$ cat config.mk
export PLATFORM = sky130hd
export DESIGN_NAME = i2c_target_regfile
export DESIGN_NICKNAME = d
export VERILOG_FILES = /design/src/rtl/i2c_pkg.sv /design/src/rtl/i2c_line_filter.sv /design/src/rtl/i2c_target_regfile.sv
export SDC_FILE = /design/constraint.sdc
export NUM_CORES = 1
export LEC_CHECK = 0
export CORE_MARGIN = 3
export CORE_UTILIZATION = 38
export DETAILED_ROUTE_END_ITERATION = 10
export PLACE_DENSITY = 0.68
export REMOVE_ABC_BUFFERS = 1
export SYNTH_ARGS = -nofsm -noshare
export SYNTH_HDL_FRONTEND = slang
export SYNTH_SLANG_ARGS = --single-unit
$ cat constraint.sdc
create_clock -name clk -period 2.15 [get_ports clk]
set_input_delay 0.43 -clock clk [delete_from_list [all_inputs] [get_ports clk]]
set_output_delay 0.43 -clock clk [all_outputs]
set_load 0.005 [all_outputs]
$ cat src/rtl/i2c_pkg.sv
// Shared types and constants for the I2C target register file and its line filters.
package i2c_pkg;

  localparam int BYTE_W = 8;
  localparam int ADDR_W = 7;

  localparam logic ACK = 1'b0;
  localparam logic NAK = 1'b1;

  typedef enum logic [3:0] {
    IDLE,
    ADDR,
    ADDR_ACK,
    SUB,
    SUB_ACK,
    WDATA,
    WDATA_ACK,
    RDATA,
    RDATA_ACK
  } state_t;

  function automatic int ptr_width(input int num_regs);
    return (num_regs > 1) ? $clog2(num_regs) : 1;
  endfunction

endpackage

$ cat src/rtl/i2c_line_filter.sv
// Two-flop synchroniser plus run-length glitch filter for one I2C line,
// with one-clock rise/fall pulses aligned to the filtered value changing.
module i2c_line_filter #(
  parameter int FILT_LEN = 3
) (
  input  logic clk,
  input  logic rst_n,
  input  logic raw,
  output logic filt,
  output logic rise,
  output logic fall
);

  logic       sync1;
  logic       sync2;
  logic [2:0] cnt;
  logic       update;

  // The counter tracks how long the synchronised sample has disagreed with the filtered value.
  assign update = (sync2 != filt) && (cnt == 3'(FILT_LEN - 1));

  always_ff @(posedge clk or negedge rst_n) begin
    if (!rst_n) begin
      sync1 <= 1'b1;
      sync2 <= 1'b1;
      filt  <= 1'b1;
      cnt   <= '0;
      rise  <= 1'b0;
      fall  <= 1'b0;
    end else begin
      sync1 <= raw;
      sync2 <= sync1;
      rise  <= update && sync2;
      fall  <= update && !sync2;
      if ((sync2 == filt) || update) begin
        cnt <= '0;
      end else begin
        cnt <= cnt + 3'd1;
      end
      if (update) begin
        filt <= sync2;
      end
    end
  end

endmodule

$ cat src/rtl/i2c_target_regfile.sv
// I2C target with an auto-incrementing register file: sub-address write,
// burst writes, and repeated-START burst reads.
module i2c_target_regfile
  import i2c_pkg::*;
#(
  parameter logic [6:0] I2C_ADDR  = 7'h70,
  parameter int         NUM_REGS  = 16,
  parameter int         FILT_LEN  = 3,
  parameter logic [7:0] RESET_VAL = 8'h00
) (
  input  logic                  clk,
  input  logic                  rst_n,
  input  logic                  scl_in,
  input  logic                  sda_in,
  output logic                  sda_oe,
  output logic [NUM_REGS*8-1:0] regs_q,
  output logic                  wr_stb,
  output logic [ADDR_W-1:0]     wr_addr,
  output logic [BYTE_W-1:0]     wr_data,
  output logic                  busy
);

  localparam int               PTR_W      = ptr_width(NUM_REGS);
  localparam logic [PTR_W-1:0] LAST_PTR   = PTR_W'(NUM_REGS - 1);
  localparam logic [BYTE_W:0]  NUM_REGS_W = 9'(NUM_REGS);

  logic scl, sda, scl_rise, scl_fall, sda_rise, sda_fall;

  state_t             state;
  logic [3:0]         bit_cnt;
  logic [BYTE_W-1:0]  shift;
  logic [BYTE_W-2:0]  tx;
  logic               rw;
  logic [PTR_W-1:0]   ptr;
  logic [PTR_W-1:0]   ptr_next;
  logic [BYTE_W-1:0]  regs [NUM_REGS];

  i2c_line_filter #(.FILT_LEN(FILT_LEN)) u_scl_filt (
    .clk(clk), .rst_n(rst_n), .raw(scl_in), .filt(scl), .rise(scl_rise), .fall(scl_fall)
  );

  i2c_line_filter #(.FILT_LEN(FILT_LEN)) u_sda_filt (
    .clk(clk), .rst_n(rst_n), .raw(sda_in), .filt(sda), .rise(sda_rise), .fall(sda_fall)
  );

  assign ptr_next = (ptr == LAST_PTR) ? '0 : ptr + 1'b1;

  for (genvar i = 0; i < NUM_REGS; i++) begin : g_regs_q
    assign regs_q[8*i +: 8] = regs[i];
  end

  // Bits are shifted in on every SCL rise; all decisions and SDA drive changes happen on SCL falls.
  always_ff @(posedge clk or negedge rst_n) begin
    if (!rst_n) begin
      state   <= IDLE;
      bit_cnt <= '0;
      shift   <= '0;
      tx      <= '0;
      rw      <= 1'b0;
      ptr     <= '0;
      sda_oe  <= 1'b0;
      busy    <= 1'b0;
      wr_stb  <= 1'b0;
      wr_addr <= '0;
      wr_data <= '0;
      for (int i = 0; i < NUM_REGS; i++) regs[i] <= RESET_VAL;
    end else begin
      wr_stb <= 1'b0;
      if (scl_rise) begin
        shift   <= {shift[BYTE_W-2:0], sda};
        bit_cnt <= bit_cnt + 4'd1;
      end
      if (sda_fall && scl) begin
        state   <= ADDR;
        bit_cnt <= '0;
      end else if (sda_rise && scl) begin
        state  <= IDLE;
        sda_oe <= 1'b0;
        busy   <= 1'b0;
      end else if (scl_fall) begin
        case (state)
          ADDR: if (bit_cnt == 4'd8) begin
            bit_cnt <= '0;
            if (shift[7:1] == I2C_ADDR) begin
              sda_oe <= 1'b1;
              busy   <= 1'b1;
              rw     <= shift[0];
              state  <= ADDR_ACK;
            end else begin
              busy  <= 1'b0;
              state <= IDLE;
            end
          end
          ADDR_ACK: begin
            bit_cnt <= '0;
            if (rw) begin
              tx     <= regs[ptr][6:0];
              sda_oe <= ~regs[ptr][7];
              state  <= RDATA;
            end else begin
              sda_oe <= 1'b0;
              state  <= SUB;
            end
          end
          SUB: if (bit_cnt == 4'd8) begin
            bit_cnt <= '0;
            if ({1'b0, shift} < NUM_REGS_W) begin
              sda_oe <= 1'b1;
              ptr    <= shift[PTR_W-1:0];
              state  <= SUB_ACK;
            end else begin
              busy  <= 1'b0;
              state <= IDLE;
            end
          end
          SUB_ACK, WDATA_ACK: begin
            sda_oe  <= 1'b0;
            bit_cnt <= '0;
            state   <= WDATA;
          end
          WDATA: if (bit_cnt == 4'd8) begin
            bit_cnt   <= '0;
            sda_oe    <= 1'b1;
            regs[ptr] <= shift;
            wr_stb    <= 1'b1;
            wr_addr   <= 7'(ptr);
            wr_data   <= shift;
            ptr       <= ptr_next;
            state     <= WDATA_ACK;
          end
          RDATA: begin
            if (bit_cnt == 4'd8) begin
              bit_cnt <= '0;
              sda_oe  <= 1'b0;
              ptr     <= ptr_next;
              state   <= RDATA_ACK;
            end else begin
              sda_oe <= ~tx[6];
              tx     <= {tx[5:0], 1'b0};
            end
          end
          RDATA_ACK: begin
            bit_cnt <= '0;
            if (shift[0] == ACK) begin
              tx     <= regs[ptr][6:0];
              sda_oe <= ~regs[ptr][7];
              state  <= RDATA;
            end else if (shift[0] == NAK) begin
              busy  <= 1'b0;
              state <= IDLE;
            end
          end
          default: ;
        endcase
      end
    end
  end

endmodule
==> results.py <==
metrics = {
    "status": {
        "outcome": "finished, violations left",
        "failed_checks": "setup timing",
    },
    "cells_and_area": {
        "instances_no_fill": 1130,
        "area_growth_pct": 32.75,
        "drive_gt1_share_pct": 33.76,
        "n_antenna_cell": 0,
        "final_cell_mix": "dfrtp_1 (180), clkdlybuf4s50_1 (145), mux2_2 (135)",
        "final_common_cell": "dfrtp_1",
        "fin_nets": 851,
    },
    "critical_path": {
        "reg2reg_depth": 9,
        "worstPathRequired_ns": 2.47,
        "start_kind": "register",
        "critPathCaptureType": "register",
        "worstSetupPathType": "register to register",
        "cp_data_arrival_time_ns": 2.48,
        "cp_max_fo": 8,
    },
    "synthesis": {
        "yosys_most_used_dff": "dfrtp_1",
        "synthTopCellsByArea": "dfrtp_1 (52%), mux2_2 (18%), mux4_2 (8.3%), nand2_1 (1.9%), dfstp_2 (1.8%)",
        "synthCells": 661,
        "yosysWarningCount": 0,
        "synth_area_leader_cell": "dfrtp_1",
        "synth_cell_types": 58,
        "seq_area_frac_synth_pct": 53.71,
        "async_flop_share_pct": 100.0,
        "avgSynthCellArea_sq_um": 13.20,
        "synth-edff-count": 0,
        "ys_ff_latch": 187,
        "netlist_area_sq_mm": 0.008727,
        "synth_top_area_share_pct": 51.90,
    },
    "detailed_routing": {
        "dr.pass1.iters": 6,
        "avgViaCountPerCell": 5.384,
        "ant_nets": 0,
        "drt_iter0_markers": 430,
        "wl_per_cell_um": 21.41,
        "vias": 6084,
        "wirelength_um": 24190,
        "drc": 0,
    },
    "power": {
        "ir_drop_mv": 0.4798,
        "p_int_mw": 5.771,
        "leakage_nw": 5.356,
        "power_frac_clock_pct": 40.8,
        "pwr_density_cell_mw_per_mm2": 682.8,
        "switching_power_mw": 2.139,
        "p_sw_share_pct": 27.04,
        "p_seq_share_pct": 47.7,
        "design_power_total_mw": 7.910,
        "comb_power_share_pct": 11.6,
    },
    "global_routing": {
        "grt_pass1_vias": 6136,
        "grt_start_max_net_pins": 59,
        "antenna_found_initial": 0,
        "track_usage_pct": 19.73,
        "grt_pass1_wl_um": 37030,
        "grt-ovfl-total": 0,
    },
    "cts": {
        "cts_buffers": 17,
        "htree_levels": 4,
        "clkTransAtPathRegs_ns": 0.08,
        "clockBufferDepth": 2,
        "cts-root-buf": "clkbuf_16",
        "cts_tree": "yes",
        "cts_num_sinks": 187,
        "clk_latency_ns": 0.43,
    },
    "placement": {
        "detailedPlacementHpwl_um": 16810,
        "place.gp.congestion": 0.8656,
        "dp.cells": 1089,
        "numPortBuffers": 146,
    },
    "timing": {
        "tightestPinTransition_ns": 0.9063,
        "slew_viol_final": 0,
        "fin_setup_tns_ns": -0.02110,
        "setup_ws_ns": -0.009785,
        "timing.fmax_ghz": 0.4630,
        "rsz0062_at_grt": "true",
        "relSlewSlack_pct": 39.52,
        "hold_violations": 0,
        "skew_ns": 0.01057,
        "period_share_pct": 100.5,
        "setup_viol": 3,
        "layout_min_cycle_time_ns": 2.160,
    },
    "flow_run": {
        "maxCapViolCount": 0,
    },
    "floorplan": {
        "dieHeight_um": 157.5,
        "fp-row-count": 54,
        "core_area_sq_mm": 0.02216,
        "die_w_um": 157.5,
        "start_util_pct": 39.38,
        "die_area_sq_mm": 0.02482,
        "ioPinCount": 150,
    },
    "min_path": {
        "whs_path_depth": 0,
        "hold_path_class": "register to register",
    },
}
[layer usage]
metal	share of wire [%]	track usage, %
met2	49	31.83
met4	1.3	4.421
met1	45	27.64
met3	4.6	4.207
met5	0	0
[area by class of cell]
class | instances | area [sq um]
Fill cell | 1899 | 10580
Sequential cell | 187 | 4688
Multi-Input combinational cell | 416 | 3928
Timing Repair Buffer | 199 | 1952
Clock buffer | 20 | 446.7
Tap cell | 280 | 350.3
Clock inverter | 12 | 156.4
Inverter | 16 | 63.81
[worst max-delay path: stages, from the launching register on]
cell and delay (ns):
dfrtp_1 0.41, inv_1 0.07, ha_1 0.15, and3b_1 0.18, nand4_1 0.25, buf_4 0.26
nor2_4 0.14, buf_4 0.15, nand2_8 0.08, mux2_4 0.35
[cell usage after synthesis, types with 6 or more instances]
library cell,n
inv_1,15
dfrtp_1,181
nor2b_1,7
dfstp_2,6
and2_1,6
nand2_2,16
mux2_2,137
nor2_1,27
buf_2,9
a21oi_1,28
clkbuf_1,23
nand2_1,44
a22oi_1,15
mux4_2,32
o21ai_0,16
buf_1,6
ha_1,10
[cells by family after synthesis]
family | Yosys count | synth area share, %
AOI/OAI and AO/OA | 85 | 6.294
adders and majority gates | 10 | 1.434
DFF | 187 | 53.71
and+or+nand+nor | 138 | 8.301
other | 1 | 0.04297
muxes | 175 | 26.67
xor gates and xnor gates | 5 | 0.5018
buffers and inverters | 60 | 3.054
[state kept, by name, indices dropped and copies added, names as in the netlist, 3 cells and up]
signal	count
ptr	4
u_sda_filt.cnt	3
tx	7
wr_addr	4
bit_cnt	4
state	4
wr_data	8
shift	8
regs_q	128
u_scl_filt.cnt	3
[power groups by stage]
stage / registers [mW] / logic [mW] / clock network (mW)
2_1_floorplan: 3.94 / 0.360 / 0
3_3_place_gp: 3.83 / 0.879 / 0
3_5_place_dp: 3.84 / 0.890 / 0
4_1_cts: 3.77 / 0.895 / 3.29
5_1_grt: 3.79 / 1.03 / 3.42
6_report: 3.77 / 0.914 / 3.23
[worst paths after layout]
kind | slack (ns) | start | endpoint
setup / recovery | -0.01 | bit_cnt[0] | regs_q[116]
hold / removal | 0.36 | u_scl_filt.sync1 | u_scl_filt.sync2
setup reg to reg | -0.01 | bit_cnt[0] | regs_q[116]
hold reg to reg | 0.36 | u_scl_filt.sync1 | u_scl_filt.sync2
max in group asynchronous | 0.89 | rst_n | u_sda_filt.sync2
min in group asynchronous | 0.55 | rst_n | regs_q[33]
[metrics by stage]
| step | area [sq um] | hold WS, ns | util [%] | setup WS, ns |
|---|---|---|---|---|
| 2_1_floorplan | 8528 | 0.1344 | - | -0.6805 |
| 6_report | 11580 | 0.3595 | 52.28 | -0.009785 |
| 5_1_grt | 11580 | 0.3655 | 52.28 | -0.1134 |
| 3_3_place_gp | 10750 | 0.3463 | 48.51 | 0.04318 |
| 3_5_place_dp | 10750 | 0.3469 | 48.51 | -0.006991 |
| 4_1_cts | 11370 | 0.3588 | 51.30 | -0.01375 |
[repair_timing]
| item | in CTS | in global routing |
|---|---|---|
| setup buffers | 0 | 8 |
| pin swaps | 0 | 4 |
| resized for setup | 1 | 30 |
| hold buffers | 1 | 0 |
| setup endpoints to repair | 2 | 127 |
| hold endpoints to repair | 54 | 0 |
Note: power is estimated with default switching activity, not from simulation.
